$ cat src/rtl/fp16_pkg.sv
// Shared FP16 (binary16) field widths, constants, classify helpers and the
// accumulator state encoding; also used by the multiplier.
package fp16_pkg;

    localparam int EXP_W = 5;
    localparam int MAN_W = 10;
    localparam int BIAS  = 15;

    localparam logic [15:0] FP16_POS_ZERO = 16'h0000;
    localparam logic [15:0] FP16_POS_INF  = 16'h7C00;
    localparam logic [15:0] FP16_NEG_INF  = 16'hFC00;
    localparam logic [15:0] FP16_QNAN     = 16'h7E00;

    typedef struct packed {
        logic             sign;
        logic [EXP_W-1:0] exp;
        logic [MAN_W-1:0] man;
    } fp16_t;

    typedef enum logic [2:0] {
        ST_IDLE,
        ST_ALIGN,
        ST_ADD,
        ST_NORM,
        ST_OUT
    } acc_state_t;

    function automatic fp16_t unpack(input logic [15:0] x);
        return fp16_t'(x);
    endfunction

    function automatic logic is_nan(input logic [15:0] x);
        return (x[14:10] == 5'h1F) && (x[9:0] != '0);
    endfunction

    function automatic logic is_inf(input logic [15:0] x);
        return (x[14:10] == 5'h1F) && (x[9:0] == '0);
    endfunction

    function automatic logic is_zero_or_sub(input logic [15:0] x);
        return x[14:10] == '0;
    endfunction

    // Significand with hidden bit plus three guard bits; subnormals flush to 0.
    function automatic logic [13:0] sig14(input logic [15:0] x);
        return is_zero_or_sub(x) ? 14'd0 : {1'b1, x[9:0], 3'b000};
    endfunction

    function automatic logic [13:0] align_shift(input logic [13:0] sig, input logic [4:0] d);
        return (d >= 5'd14) ? 14'd0 : (sig >> d);
    endfunction

endpackage

$ cat src/rtl/fp16_normalize.sv
// Combinational normaliser: leading-one detect on a 15-bit magnitude, left
// shift, exponent adjust and overflow/underflow/zero flags.
module fp16_normalize
    import fp16_pkg::*;
(
    input  logic [14:0] sum,
    input  logic [4:0]  exp_in,
    output logic [4:0]  exp_out,
    output logic [9:0]  man_out,
    output logic        zero,
    output logic        ovf,
    output logic        unf
);

    logic [3:0]        lead;
    logic [3:0]        sh;
    logic [14:0]       norm;
    logic signed [6:0] e_s;

    always_comb begin
        lead = 4'd0;
        for (int i = 0; i < 15; i++) begin
            if (sum[i]) lead = 4'(i);
        end
        sh      = 4'd14 - lead;
        norm    = sum << sh;
        // bit 13 of the significand carries weight 2^0, so the leading one at
        // position 'lead' moves the exponent by lead-13
        e_s     = $signed({2'b00, exp_in}) + $signed({3'b000, lead}) - 7'sd13;
        zero    = (sum == '0);
        ovf     = !zero && (e_s > 7'sd30);
        unf     = !zero && (e_s < 7'sd1);
        exp_out = e_s[4:0];
        man_out = 10'(norm >> 4);
    end

endmodule

$ cat src/rtl/fp16_accumulator.sv
// Streaming FP16 accumulator: sums one vector of terms (closed by in_last),
// one addition per accepted term in a fixed 4-cycle ALIGN/ADD/NORM sequence.
//
// state | meaning
// IDLE  | in_ready=1, waiting for a term; capture term/last, bump counter
// ALIGN | unpack acc and term, shift smaller-exponent significand, flag specials
// ADD   | signed-magnitude add/subtract of the aligned significands
// NORM  | normalise, truncate, repack, write accumulator
// OUT   | present sum/count, hold until out_ready, then clear
module fp16_accumulator
    import fp16_pkg::*;
#(
    parameter int CNT_W = 8
) (
    input  logic             clk,
    input  logic             rst,
    input  logic [15:0]      in_data,
    input  logic             in_valid,
    input  logic             in_last,
    output logic             in_ready,
    output logic [15:0]      out_data,
    output logic [CNT_W-1:0] out_count,
    output logic             out_valid,
    input  logic             out_ready
);

    acc_state_t        state;
    logic [15:0]       acc, term;
    logic              last_f;
    logic [CNT_W-1:0]  cnt;

    logic              special;
    logic [15:0]       special_val;
    logic              sa, sb;
    logic [4:0]        e_big;
    logic [13:0]       ma, mb;
    logic [14:0]       sum;
    logic              s_sign;

    fp16_t             fa, fb;
    logic [4:0]        ea, eb;
    logic [13:0]       sig_a, sig_b;
    logic              nan_res;
    logic              al_special;
    logic [15:0]       al_special_val;
    logic [4:0]        al_big;
    logic [13:0]       al_a, al_b;

    logic [14:0]       add_sum;
    logic              add_sign;

    logic [4:0]        n_exp;
    logic [9:0]        n_man;
    logic              n_zero, n_ovf, n_unf;
    logic [15:0]       norm_res;

    always_comb begin
        fa    = unpack(acc);
        fb    = unpack(term);
        ea    = is_zero_or_sub(acc)  ? 5'd0 : fa.exp;
        eb    = is_zero_or_sub(term) ? 5'd0 : fb.exp;
        sig_a = sig14(acc);
        sig_b = sig14(term);
        if (ea >= eb) begin
            al_big = ea;
            al_a   = sig_a;
            al_b   = align_shift(sig_b, ea - eb);
        end else begin
            al_big = eb;
            al_a   = align_shift(sig_a, eb - ea);
            al_b   = sig_b;
        end
        nan_res        = is_nan(acc) || is_nan(term) ||
                         (is_inf(acc) && is_inf(term) && (fa.sign != fb.sign));
        al_special     = nan_res || is_inf(acc) || is_inf(term);
        al_special_val = nan_res ? FP16_QNAN : (is_inf(acc) ? acc : term);
    end

    always_comb begin
        if (sa == sb) begin
            add_sum  = {1'b0, ma} + {1'b0, mb};
            add_sign = sa;
        end else if (ma >= mb) begin
            add_sum  = {1'b0, ma - mb};
            add_sign = sa;
        end else begin
            add_sum  = {1'b0, mb - ma};
            add_sign = sb;
        end
    end

    fp16_normalize u_norm (
        .sum     (sum),
        .exp_in  (e_big),
        .exp_out (n_exp),
        .man_out (n_man),
        .zero    (n_zero),
        .ovf     (n_ovf),
        .unf     (n_unf)
    );

    always_comb begin
        if (special)
            norm_res = special_val;
        else if (n_zero || n_unf)
            norm_res = FP16_POS_ZERO;
        else if (n_ovf)
            norm_res = s_sign ? FP16_NEG_INF : FP16_POS_INF;
        else
            norm_res = {s_sign, n_exp, n_man};
    end

    always_ff @(posedge clk or negedge rst) begin
        if (!rst) begin
            state       <= ST_IDLE;
            acc         <= FP16_POS_ZERO;
            term        <= '0;
            last_f      <= 1'b0;
            cnt         <= '0;
            special     <= 1'b0;
            special_val <= '0;
            sa          <= 1'b0;
            sb          <= 1'b0;
            e_big       <= '0;
            ma          <= '0;
            mb          <= '0;
            sum         <= '0;
            s_sign      <= 1'b0;
            in_ready    <= 1'b1;
            out_data    <= '0;
            out_count   <= '0;
            out_valid   <= 1'b0;
        end else begin
            case (state)
                ST_IDLE: begin
                    if (in_valid) begin
                        term     <= in_data;
                        last_f   <= in_last;
                        if (cnt != '1) cnt <= cnt + 1'b1;
                        in_ready <= 1'b0;
                        state    <= ST_ALIGN;
                    end
                end
                ST_ALIGN: begin
                    sa          <= fa.sign;
                    sb          <= fb.sign;
                    e_big       <= al_big;
                    ma          <= al_a;
                    mb          <= al_b;
                    special     <= al_special;
                    special_val <= al_special_val;
                    state       <= ST_ADD;
                end
                ST_ADD: begin
                    sum    <= add_sum;
                    s_sign <= add_sign;
                    state  <= ST_NORM;
                end
                ST_NORM: begin
                    acc <= norm_res;
                    if (last_f) begin
                        state <= ST_OUT;
                    end else begin
                        in_ready <= 1'b1;
                        state    <= ST_IDLE;
                    end
                end
                ST_OUT: begin
                    // first OUT cycle loads the result; later cycles wait for the consumer
                    if (!out_valid) begin
                        out_valid <= 1'b1;
                        out_data  <= acc;
                        out_count <= cnt;
                    end else if (out_ready) begin
                        out_valid <= 1'b0;
                        acc       <= FP16_POS_ZERO;
                        cnt       <= '0;
                        in_ready  <= 1'b1;
                        state     <= ST_IDLE;
                    end
                end
                default: state <= ST_IDLE;
            endcase
        end
    end

endmodule
$ cat config.mk
export PLATFORM = sky130hd
export DESIGN_NAME = fp16_accumulator
export DESIGN_NICKNAME = d
export VERILOG_FILES = /design/src/rtl/fp16_pkg.sv /design/src/rtl/fp16_normalize.sv /design/src/rtl/fp16_accumulator.sv
export SDC_FILE = /design/constraint.sdc
export NUM_CORES = 1
export LEC_CHECK = 0
export ABC_AREA = 1
export BUFFER_PORTS_ARGS = -buffer_cell sky130_fd_sc_hd__buf_4
export CORE_AREA = 2 2 140 142
export CTS_CLUSTER_DIAMETER = 200
export DETAILED_ROUTE_END_ITERATION = 16
export DIE_AREA = 0 0 142 144
export GPL_TIMING_DRIVEN = 0
export PLACE_DENSITY = 0.83
export SYNTH_ARGS = -nofsm -noshare
export SYNTH_HDL_FRONTEND = slang
export SYNTH_SLANG_ARGS = --single-unit
export TNS_END_PERCENT = 50
$ cat constraint.sdc
create_clock -name clk -period 6.66 [get_ports clk]
set_input_delay 1.332 -clock clk [delete_from_list [all_inputs] [get_ports clk]]
set_output_delay 1.332 -clock clk [all_outputs]
set_load 0.01 [all_outputs]
## After elaboration in Yosys (flattened, before gate mapping)

Cells that the tools add are included.

- Add/subtract/negate cells: 9
- Magnitude comparators: 6
- Eq/ne operators: 14
- Shift-type cells: 3
- Multiplexer cells: 53
- Bitwise logic cells: 1
- Reductions and logical operators: 31

Operator list:

| kind | number |
|---|---|
| $mux W16 | 8 |
| $mux W14 | 7 |
| $mux W4 | 13 |
| $mux W8 | 4 |
| $pmux W16 S2 | 1 |
| $shr A14 B5 Y14 | 2 |
| $sub A14 B14 Y14 | 2 |
| $logic_not A10 Y1 | 2 |
| $reduce_bool A10 Y1 | 2 |
| $pmux W8 S2 | 1 |
| $add A14 B14 Y15 | 1 |
| $logic_not A15 Y1 | 1 |
| $mux W15 | 1 |
| $mux W5 | 3 |
| $pmux W3 S5 | 1 |
| $shl A15 B4 Y14 | 1 |
| $ge A14 B14 Y1 | 1 |
| $mux W3 | 4 |
| $eq A5 B5 Y1 const B | 2 |
| $ge A5 B4 Y1 const B | 2 |
| $logic_not A5 Y1 | 2 |
| $ne A2 B2 Y1 const B | 5 |
| $reduce_and A5 Y1 | 2 |
| $sub A5 B5 Y5 | 2 |
| other kinds (24) | 47 |

- Register bits after elaboration: 138
- Input bits: 21
- Output and inout port bits: 26

## Longest topological paths before layout

Gate-level depths: netlist of the first run.

- Depth after elaboration: 22
- Mapped depth: 36

## Modules after synthesis

A second synthesis of the first run with hierarchy kept.

- Cells, all modules: 1748
- Area total of the unflattened synthesis: 11317.1 sq um

By module, submodules not included:

| module | instances | cells an instance | area an instance (sq um) | seq. area each (sq um) |
|---|---|---|---|---|
| fp16_accumulator | 1 | 1534 | 10252.3 | 3454.6 |
| fp16_normalize | 1 | 214 | 1064.8 | 0.0 |

## Worst setup path before layout of the first run

Ideal clock, no wire load.

- Kind: register -> register
- Start: register sum[2]
- End: register acc[7]
- Arrival: 3.235 ns
- Slack: 3.308 ns
- Stages on the path, launching flop included: 33
- Buffers on the path: 1
- Period minus slack after synthesis: 3.352 ns
- Cells stage by stage: dfrtp_1 inv_2 nand2_1 nand2_1 nand2_1 nand2_1 nand2_1 nand2_1 nand2_1 nand2_1 nand2_1 nand2_2 nand2_4 nand2_4 buf_6 ha_1 inv_1 fa_1 ha_1 xnor2_1 nand3_1 nor2_1 nand3_2 nand2_2 nor2_4 nand2_2 inv_1 nand3_1 nand2_1 nand2_1 nand2_1 nand2_1 nand2_1

- Word-level cells in the longest chain between the ends: 21
- Elaborated cells on any way between the ends: 28
- Those cells by class: add/sub (3); order compare (2); shift (1); mux (17); reduce/logical (5)

RTL lines:

| what | RTL line | source |
|---|---|---|
| start, declared | fp16_accumulator.sv:37 | `logic [14:0] sum;` |
| start signal, assigned | fp16_accumulator.sv:155 | `sum <= add_sum;` |
| $mux W4 (13 in series) | fp16_normalize.sv:23 | `if (sum[i]) lead = 4'(i);` |
| $add A5 B4 Y6 | fp16_normalize.sv:29 | `e_s = $signed({2'b00, exp_in}) + $signed({3'b000, lead}) - 7'sd13;` |
| $sub A7 B5 Y7 | fp16_normalize.sv:29 |  |
| $gt A7 B6 Y1 or $lt A7 B2 Y1 (tied branches) | fp16_normalize.sv:31, fp16_normalize.sv:32 |  |
| $logic_and A1 B1 Y1, on equally long branches | fp16_normalize.sv:31, fp16_normalize.sv:32 |  |
| $mux W16 or $logic_or A1 B1 Y1 (tied branches) | fp16_accumulator.sv:107, fp16_accumulator.sv:105 |  |
| $mux W16 (*) | fp16_accumulator.sv:105 | `else if (n_zero \|\| n_unf)` |
| $mux W16 (*) | fp16_accumulator.sv:103 | `if (special)` |
| $pmux W16 S2 (*) | fp16_accumulator.sv:134 | `case (state)` |
| end signal, assigned | fp16_accumulator.sv:160 | `acc <= norm_res;` |
| end, declared | fp16_accumulator.sv:28 | `logic [15:0] acc, term;` |

Every way passes the cells marked *; elsewhere a longest branch is shown, timed or not.
A chain may end at the register's enable or synchronous reset.

## Worst setup path after layout of the first run

- Start: register sum[2]
- End: register acc[13]

The elaborated chain is that of the path after synthesis.

==> impl_metrics.toml, run 1 <==
[global_route]
grt_pass1_wl_um = 50400
top_usage_layer = "met2"
use_met3 = 0.0553
grtUsageMet2 = 0.501
grt_max_degree = 84
grt_overflow = 0
gr-usage-all-layers = 0.315
grt_pass1_vias = 9874
antenna_found_initial = 0
met1_usage = 0.427

[sta]
post-route-period-util = 0.595
clock-skew-final_ns = 0.00936
hold_viol = 0
tns_ns = 0
setup_viol = 0
worst_pin_slew_ns = 0.961
max_freq_mhz = 252
slew_viol_final = 0
slew-limit-headroom = 0.354
period_needed_ns = 3.96
rsz0062_at_grt = "no"

[place]
place.gp.congestion = 0.997
hpwl_um = 24200
numPortBuffers = 46

[flow_run]
maxCapViolCount = 0

[finish]
syn2layout_area_growth_pct = 12.7
nets = 1552
fillCellCount = 1699
regArea_sq_mm = 0.00345
diodes = 0
multi_input_area_sq_mm = 0.00572
drive_gt1_frac = 0.104

[logic_synthesis]
postSynth.asyncResetShare = 1.00
synth-edff-count = 0
synth_warnings = 0
ys_seq_area_frac = 0.339
syn_area_per_cell_sq_um = 7.27
ys_top_cells_by_area = "dfrtp_1, nand2_1, ha_1"
synthCells = 1401
ys_seq_elements = 138
synth_nets = 1486
syn_area_sq_mm = 0.0102
ys_types = 64
synth_top_cell_area_share = 0.337
synth-main-ff-cell = "dfrtp_1"
synth.most_common_cell = "nand2_1"
ys_top_cells_by_count = "nand2_1, inv_1, dfrtp_1"
yosysTopAreaCell = "dfrtp_1"

[die]
ios = 47
dieArea_sq_mm = 0.0204
fp.dieH_um = 144
rows = 51
initial_core_util = 0.534
coreArea_sq_mm = 0.0191
die_w_um = 142

[clock_tree]
root_buffer = "clkbuf_16"
cts_resized = 0
cts_tree = "yes"
h-tree-depth = 4
clock_sinks = 138
cts_hold_buf = 0
clk_pin_slew_ns = 0.07
clockBufferDepth = 2
clkLatencyLatePin_ns = 0.44
numCtsBuffers = 17
cts_setup_buffers = 0

[detailed_routing]
vias_per_cell = 6.00
drc_errors = 0
vias = 10300
ant_nets = 0
postRouteWirelength_um = 31400
first_pass_iters = 7
dr.first_iter.drc_count = 1250
wl_per_cell_um = 18.3

[outcome]
outcome = "finished clean"

[setup_path]
path_max_fanout = 11
endpoint_kind = "flop"
critPathLaunchType = "flop"
rrSetupSlack_ns = 2.70
critPathArrivalTime_ns = 4.32
path_class = "reg -> reg"
required_ns = 7.02

[hold_path]
worstHoldPathType = "reg -> reg"
==> sequential cells by signal, indices dropped and copies added, names as in the netlist, 8 cells and up <==
| signal | cells |
|---|---|
| acc | 16 |
| fb | 16 |
| out_data | 16 |
| special_val | 16 |
| sum | 15 |
| ma | 14 |
| mb | 14 |
| cnt | 8 |
| out_count | 8 |
==> path summary, 6_finish.rpt <==
| kind | from | to | depth (start not counted) |
|---|---|---|---|
| hold reg to reg | out_count[0] | out_count[0] | 2 |
| setup / recovery | sum[2] | acc[13] | 26 |
| hold / removal | out_count[0] | out_count[0] | 2 |
| setup reg to reg | sum[2] | acc[13] | 26 |
| max in group asynchronous | rst | ma[4] | 2 |
| min in group asynchronous | rst | out_data[11] | 1 |
==> through the flow <==
step	std cells	setup WS, ns	instance area [sq um]	hold slack, ns	util
finish	1718	2.70	11500	0.491	0.602
global placement	1685	2.82	10800	0.465	0.567
global route	1718	2.35	11500	0.515	0.602
floorplan	1401	3.31	10200	0.447	-
CTS	1718	2.74	11500	0.493	0.602
detailed placement	1686	2.77	10900	0.474	0.569
==> worst max-delay path, cell delays in order (launching register included) <==
cell	delay, ns
dfrtp_1	0.43
inv_2	0.07
nand2_1	0.05
nand2_1	0.05
nand2_1	0.04
nand2_1	0.05
nand2_1	0.05
nand2_1	0.05
nand2_1	0.04
nand2_1	0.06
nand2_1	0.06
nand2_2	0.07
nand2_4	0.10
nand2_4	0.15
buf_6	0.17
ha_1	0.18
inv_1	0.06
fa_1	0.56
inv_1	0.07
ha_1	0.33
nor3_1	0.19
nand4_1	0.15
nand2_1	0.15
nand3_1	0.16
a21oi_1	0.36
a21oi_1	0.08
o22ai_1	0.14
==> final cells by class <==
| type | instances | area share |
|---|---|---|
| multi-input cells | 1005 | 0.498 |
| flip-flops and latches | 138 | 0.301 |
| inverters | 202 | 0.0660 |
| clock buffers | 17 | 0.0371 |
| repair buffers | 47 | 0.0328 |
| well taps | 238 | 0.0259 |
| plain buffers | 56 | 0.0216 |
| clock inverters | 15 | 0.0172 |
==> logic make-up after synthesis <==
group	count (synthesis)	share of synthesized area
buffers and inverters	258	0.0988
flip-flops	138	0.339
AND/OR/NAND/NOR	572	0.245
multiplexers	5	0.00516
AO/OA/AOI/OAI	329	0.196
XOR/XNOR	35	0.0334
adder cells (fa/ha/maj)	64	0.0831
==> cells in the final DEF (no fill, tap or decap), types with 37 or more instances in the layout <==
master and count:
nand2_1 334, inv_1 185, dfrtp_1 137, o21ai_0 116, nand3_1 88, nor2_1 79
a21oi_1 74, ha_1 58, buf_4 46, clkbuf_1 37
==> per-layer routing <==
layer	routed length (um)	vias to the layer above	share of wire
met4	1200	0	0.038
li1	-	4814	-
met1	12900	4807	0.41
met3	3020	97	0.096
met5	0	-	0
met2	14200	590	0.45
Power of run 1 is left out: the tool's default activity adds up to more than one toggle a clock period on the data nets, which glitch-free logic cannot reach.
==> inputs of run 2 (changes only) <==
Clock period 6.66 ns to 4 ns, I/O delays scaled along.
==> run 2 against run 1 <==
Compared with the run above: first-iteration DRC count grew 6.0%; clock skew grew 0.0016 ns; critical path depth grew 2; final cell count grew 0.47%; register-to-register slack lost 2.5 ns; die area is the same; wire length grew 0.62%; core utilization grew 0.80 points; maximum frequency grew 5.0%; non-clock buffer count grew 8.
==> impl_metrics.toml, run 2 (same netlist as run 1, synthesis figures left out) <==
[sta]
clock-skew-final_ns = 0.0110
slew_viol_final = 0
post-route-period-util = 0.943
hold_viol = 0
slew-limit-headroom = 0.339
max_freq_mhz = 265
fin_ws_ns = 0.229
worst_pin_slew_ns = 0.984
hold-worst-slack_ns = 0.405
period_needed_ns = 3.77
setup_viol = 0

[setup_path]
r2r_cells = 28
path_buf_inv = 2
critPathArrivalTime_ns = 4.14
cpMaxStageDelayCell = "fa_2"
path_max_fanout = 12
worstReg2RegStart = "sum[4]"
crit_path_frequent_cell = "nand2_1"
reg2reg_to = "acc[4]"
rrSetupSlack_ns = 0.23
path_class = "reg -> reg"
endpoint_kind = "flop"
slowest_delay_ns = 0.46
critPathLaunchType = "flop"
cp_top_family = "simple AND/OR/NAND/NOR gates"
crit_cells = 28
required_ns = 4.37

[global_route]
grt_pass1_vias = 9874
gr-usage-all-layers = 0.315
antenna_found_initial = 0
grt_overflow = 0
grt_max_degree = 84
grt_pass1_wl_um = 50400

[place]
numPortBuffers = 46
hpwl_um = 24200
post-place-ws_ns = 0.108
place.gp.congestion = 0.997
place_area_sq_mm = 0.0109

[die]
dieArea_sq_mm = 0.0204
coreArea_sq_mm = 0.0191
die_w_um = 142
rows = 51
fp.dieH_um = 144
ios = 47
initial_core_util = 0.534

[clock_tree]
cts_hold_buf = 0
numCtsBuffers = 17
clk_pin_slew_ns = 0.07
cts_tree = "yes"
h-tree-depth = 4
clockBufferDepth = 2
clkLatencyLatePin_ns = 0.44
root_buffer = "clkbuf_16"
clock_sinks = 138

[detailed_routing]
wl_per_cell_um = 18.3
postRouteWirelength_um = 31600
vias_per_cell = 5.98
vias = 10300
ant_nets = 0
drc_errors = 0
first_pass_iters = 8
dr.first_iter.drc_count = 1325

[finish]
fillCellCount = 1680
syn2layout_area_growth_pct = 14.2
fin_area_sq_mm = 0.0116
drive_gt1_frac = 0.116
layout_common_cells = "nand2_1, inv_1, dfrtp_1"
diodes = 0
nets = 1560
final_common_cell = "nand2_1"

[outcome]
outcome = "finished clean"

[flow_run]
maxCapViolCount = 0

[hold_path]
worstHoldPathType = "in -> async"
run 2: changes by cell type in the layout (fill, tap and decap cells not counted), sizes merged:
| cell | previous run | this run |
|---|---|---|
| buf | 66 | 74 |
run 2: routing by layer:
| layer | track usage | vias to the layer above | wire length (um) |
|---|---|---|---|
| li1 | - | 4833 | - |
| met1 | 0.427 | 4834 | 13300 |
| met2 | 0.501 | 562 | 14400 |
| met5 | 0 | - | 0 |
| met3 | 0.0553 | 90 | 2780 |
| met4 | 0.132 | 0 | 1120 |
run 2: metrics by stage:
stage	utilization	cells	setup TNS, ns
global placement	0.567	1685	0
finish	0.610	1726	0
detailed placement	0.569	1686	0
global route	0.610	1726	-0.114
CTS	0.602	1718	0
floorplan	-	1401	0
run 2: how the worst max path moves through the flow:
stage                       from  endpoint  slack, ns
after floorplan           sum[2]    acc[7]       0.65
after global placement    sum[2]   acc[11]       0.16
after detailed placement  sum[2]   acc[12]       0.11
after CTS                 sum[2]   acc[12]       0.08
after global routing      sum[2]    acc[4]      -0.04
final                     sum[4]    acc[4]       0.23
run 2: what timing repair did:
action / in CTS / in global routing
gates resized for setup: 0 / 18
buffers inserted: 0 / 9
endpoints found under the setup margin: 0 / 15
run 2: cell type report:
cell class | count | area [sq um] | area share
plain buffers | 55 | 236 | 0.0203
clock buffers | 17 | 425 | 0.0366
clock inverters | 15 | 198 | 0.0170
inverters | 202 | 758 | 0.0652
multi-input cells | 1005 | 5820 | 0.500
flip-flops and latches | 138 | 3450 | 0.297
well taps | 238 | 298 | 0.0256
repair buffers | 56 | 444 | 0.0382
Power of run 2 is left out for the same reason.
==> inputs of run 3 (changes only) <==
--- a/config.mk
+++ b/config.mk
@@ -15,2 +15,3 @@
 export PLACE_DENSITY = 0.83
+export SLEW_MARGIN = 5
 export SYNTH_ARGS = -nofsm -noshare
==> constraint.sdc (replaced) <==
create_clock -name clk -period 4 [get_ports clk]
set_input_delay 0.2 -clock clk [delete_from_list [all_inputs] [get_ports clk]]
set_output_delay 0.2 -clock clk [all_outputs]
set_load 0.01 [all_outputs]
==> run 3 against run 2 <==
Compared with the run above: sequential share of layout area is 0.43 points lower; final cell count up 0.98%; global-route usage increased by 0.50 points; clock-buffer cell count did not move; critical path depth unchanged; worst hold slack worse by 0.39 ns; die area stayed put; maximum frequency decreased by 0.31%; clock skew down 0.00063 ns; worst setup slack lost 0.012 ns; via count rose by 1.2%; flip-flop and latch count unchanged; largest cell class unchanged.
==> impl_metrics.toml, run 3 (same netlist as run 1, synthesis figures left out) <==
[outcome]
outcome = "finished clean"

[clock_tree]
clkLatencyLatePin_ns = 0.44
clock_sinks = 138
h-tree-depth = 4
clockBufferDepth = 2
root_buffer = "clkbuf_16"
clk_pin_slew_ns = 0.07
cts_tree = "yes"
numCtsBuffers = 17

[detailed_routing]
postRouteWirelength_um = 32200
ant_nets = 0
first_pass_iters = 5
drc_errors = 0
wl_met2_um = 14700
dr.first_iter.drc_count = 1217
dr.max_layer_used = "met4"
wl_met1_um = 13600
vias = 10400
met3_length_um = 2620
wl_per_cell_um = 18.4
vias_per_cell = 5.99

[hold_path]
hold_depth = 3
worstHoldPathType = "in -> reg"

[sta]
slew-limit-headroom = 0.340
tns_ns = 0
max_freq_mhz = 264
hold_viol = 0
setup_viol = 0
slew_viol_final = 0
period_needed_ns = 3.78
clock-skew-final_ns = 0.0103
post-route-period-util = 0.946
worst_pin_slew_ns = 0.982

[finish]
nets = 1577
drive_gt1_frac = 0.114
layout_common_cells = "nand2_1, inv_1, dfrtp_1"
final_common_cell = "nand2_1"
diodes = 0
syn2layout_area_growth_pct = 15.9

[place]
hpwl_um = 24200
place.gp.congestion = 0.997
numPortBuffers = 46

[die]
die_w_um = 142
initial_core_util = 0.534
rows = 51
ios = 47
coreArea_sq_mm = 0.0191
fp.dieH_um = 144
dieArea_sq_mm = 0.0204

[setup_path]
critPathArrivalTime_ns = 4.16
worstSetupStartpoint = "sum[4]"
path_max_fanout = 12
crit_path_frequent_cell = "nand2_1"
required_ns = 4.37
path_buf_inv = 2
endpoint = "acc[4]"
slowest_delay_ns = 0.46
cp_top_family = "simple AND/OR/NAND/NOR gates"
critPathLaunchType = "flop"
r2r_cells = 28
worstReg2RegStart = "sum[4]"
reg2reg_to = "acc[4]"
crit_cells = 28
path_class = "reg -> reg"
rrSetupSlack_ns = 0.22
cpMaxStageDelayCell = "fa_2"
endpoint_kind = "flop"

[global_route]
grt_pass1_wl_um = 51200
grt_overflow = 0
grt_pass1_vias = 10000
grt_max_degree = 84
gr-usage-all-layers = 0.320
antenna_found_initial = 0

[flow_run]
maxCapViolCount = 0
==> run 3: cell types whose count changed in the layout (fill, tap and decap cells not counted) <==
cell	before	now
dlygate4sd3_1	0	17
==> run 3: how the worst min path moves through the flow <==
stage                    start           end
global route        in_data[4]         fb[4]
detailed placement         rst  out_data[11]
floorplan                  rst        acc[0]
finish              in_data[4]         fb[4]
CTS                 in_data[4]         fb[4]
global placement       in_last        last_f
==> run 3: through the flow <==
stage / area, sq um / std cells / utilization / setup slack (ns) / hold slack (ns)
2_1_floorplan: 10200 / 1401 / - / 0.648 / -0.0956
3_3_place_gp: 10800 / 1685 / 0.567 / 0.155 / 0.401
3_5_place_dp: 10900 / 1686 / 0.569 / 0.108 / 0.301
4_1_cts: 11700 / 1735 / 0.611 / 0.0750 / 0.00728
5_1_grt: 11800 / 1743 / 0.619 / -0.0429 / 0.0332
6_report: 11800 / 1743 / 0.619 / 0.217 / 0.0150
==> run 3: tightest hold or removal path, cell delays in order <==
cell     delay, ns
buf_4         0.08
nand2_1       0.05
o21ai_0       0.08
==> run 3: metal layers <==
metal	vias up	track usage
met4	0	0.138
met2	544	0.511
met1	4921	0.430
met3	105	0.0576
li1	4874	-
met5	-	0
==> run 3: final cells by class <==
type	count	area, sq um
tap	238	298
multi-input combinational	1005	5820
clock inverter	15	198
inverter	202	758
sequential	138	3450
fill	1637	7280
clock buffer	17	425
buffer	55	236
timing repair buffer	73	614
==> run 3: repair_timing <==
action                                  in CTS  in global routing
endpoints found under the setup margin       0                 15
setup buffers                                0                  9
hold buffers                                17                  0
hold endpoints to repair                    97                  0
gates resized for setup                      0                 18
Power of run 3 is left out for the same reason.
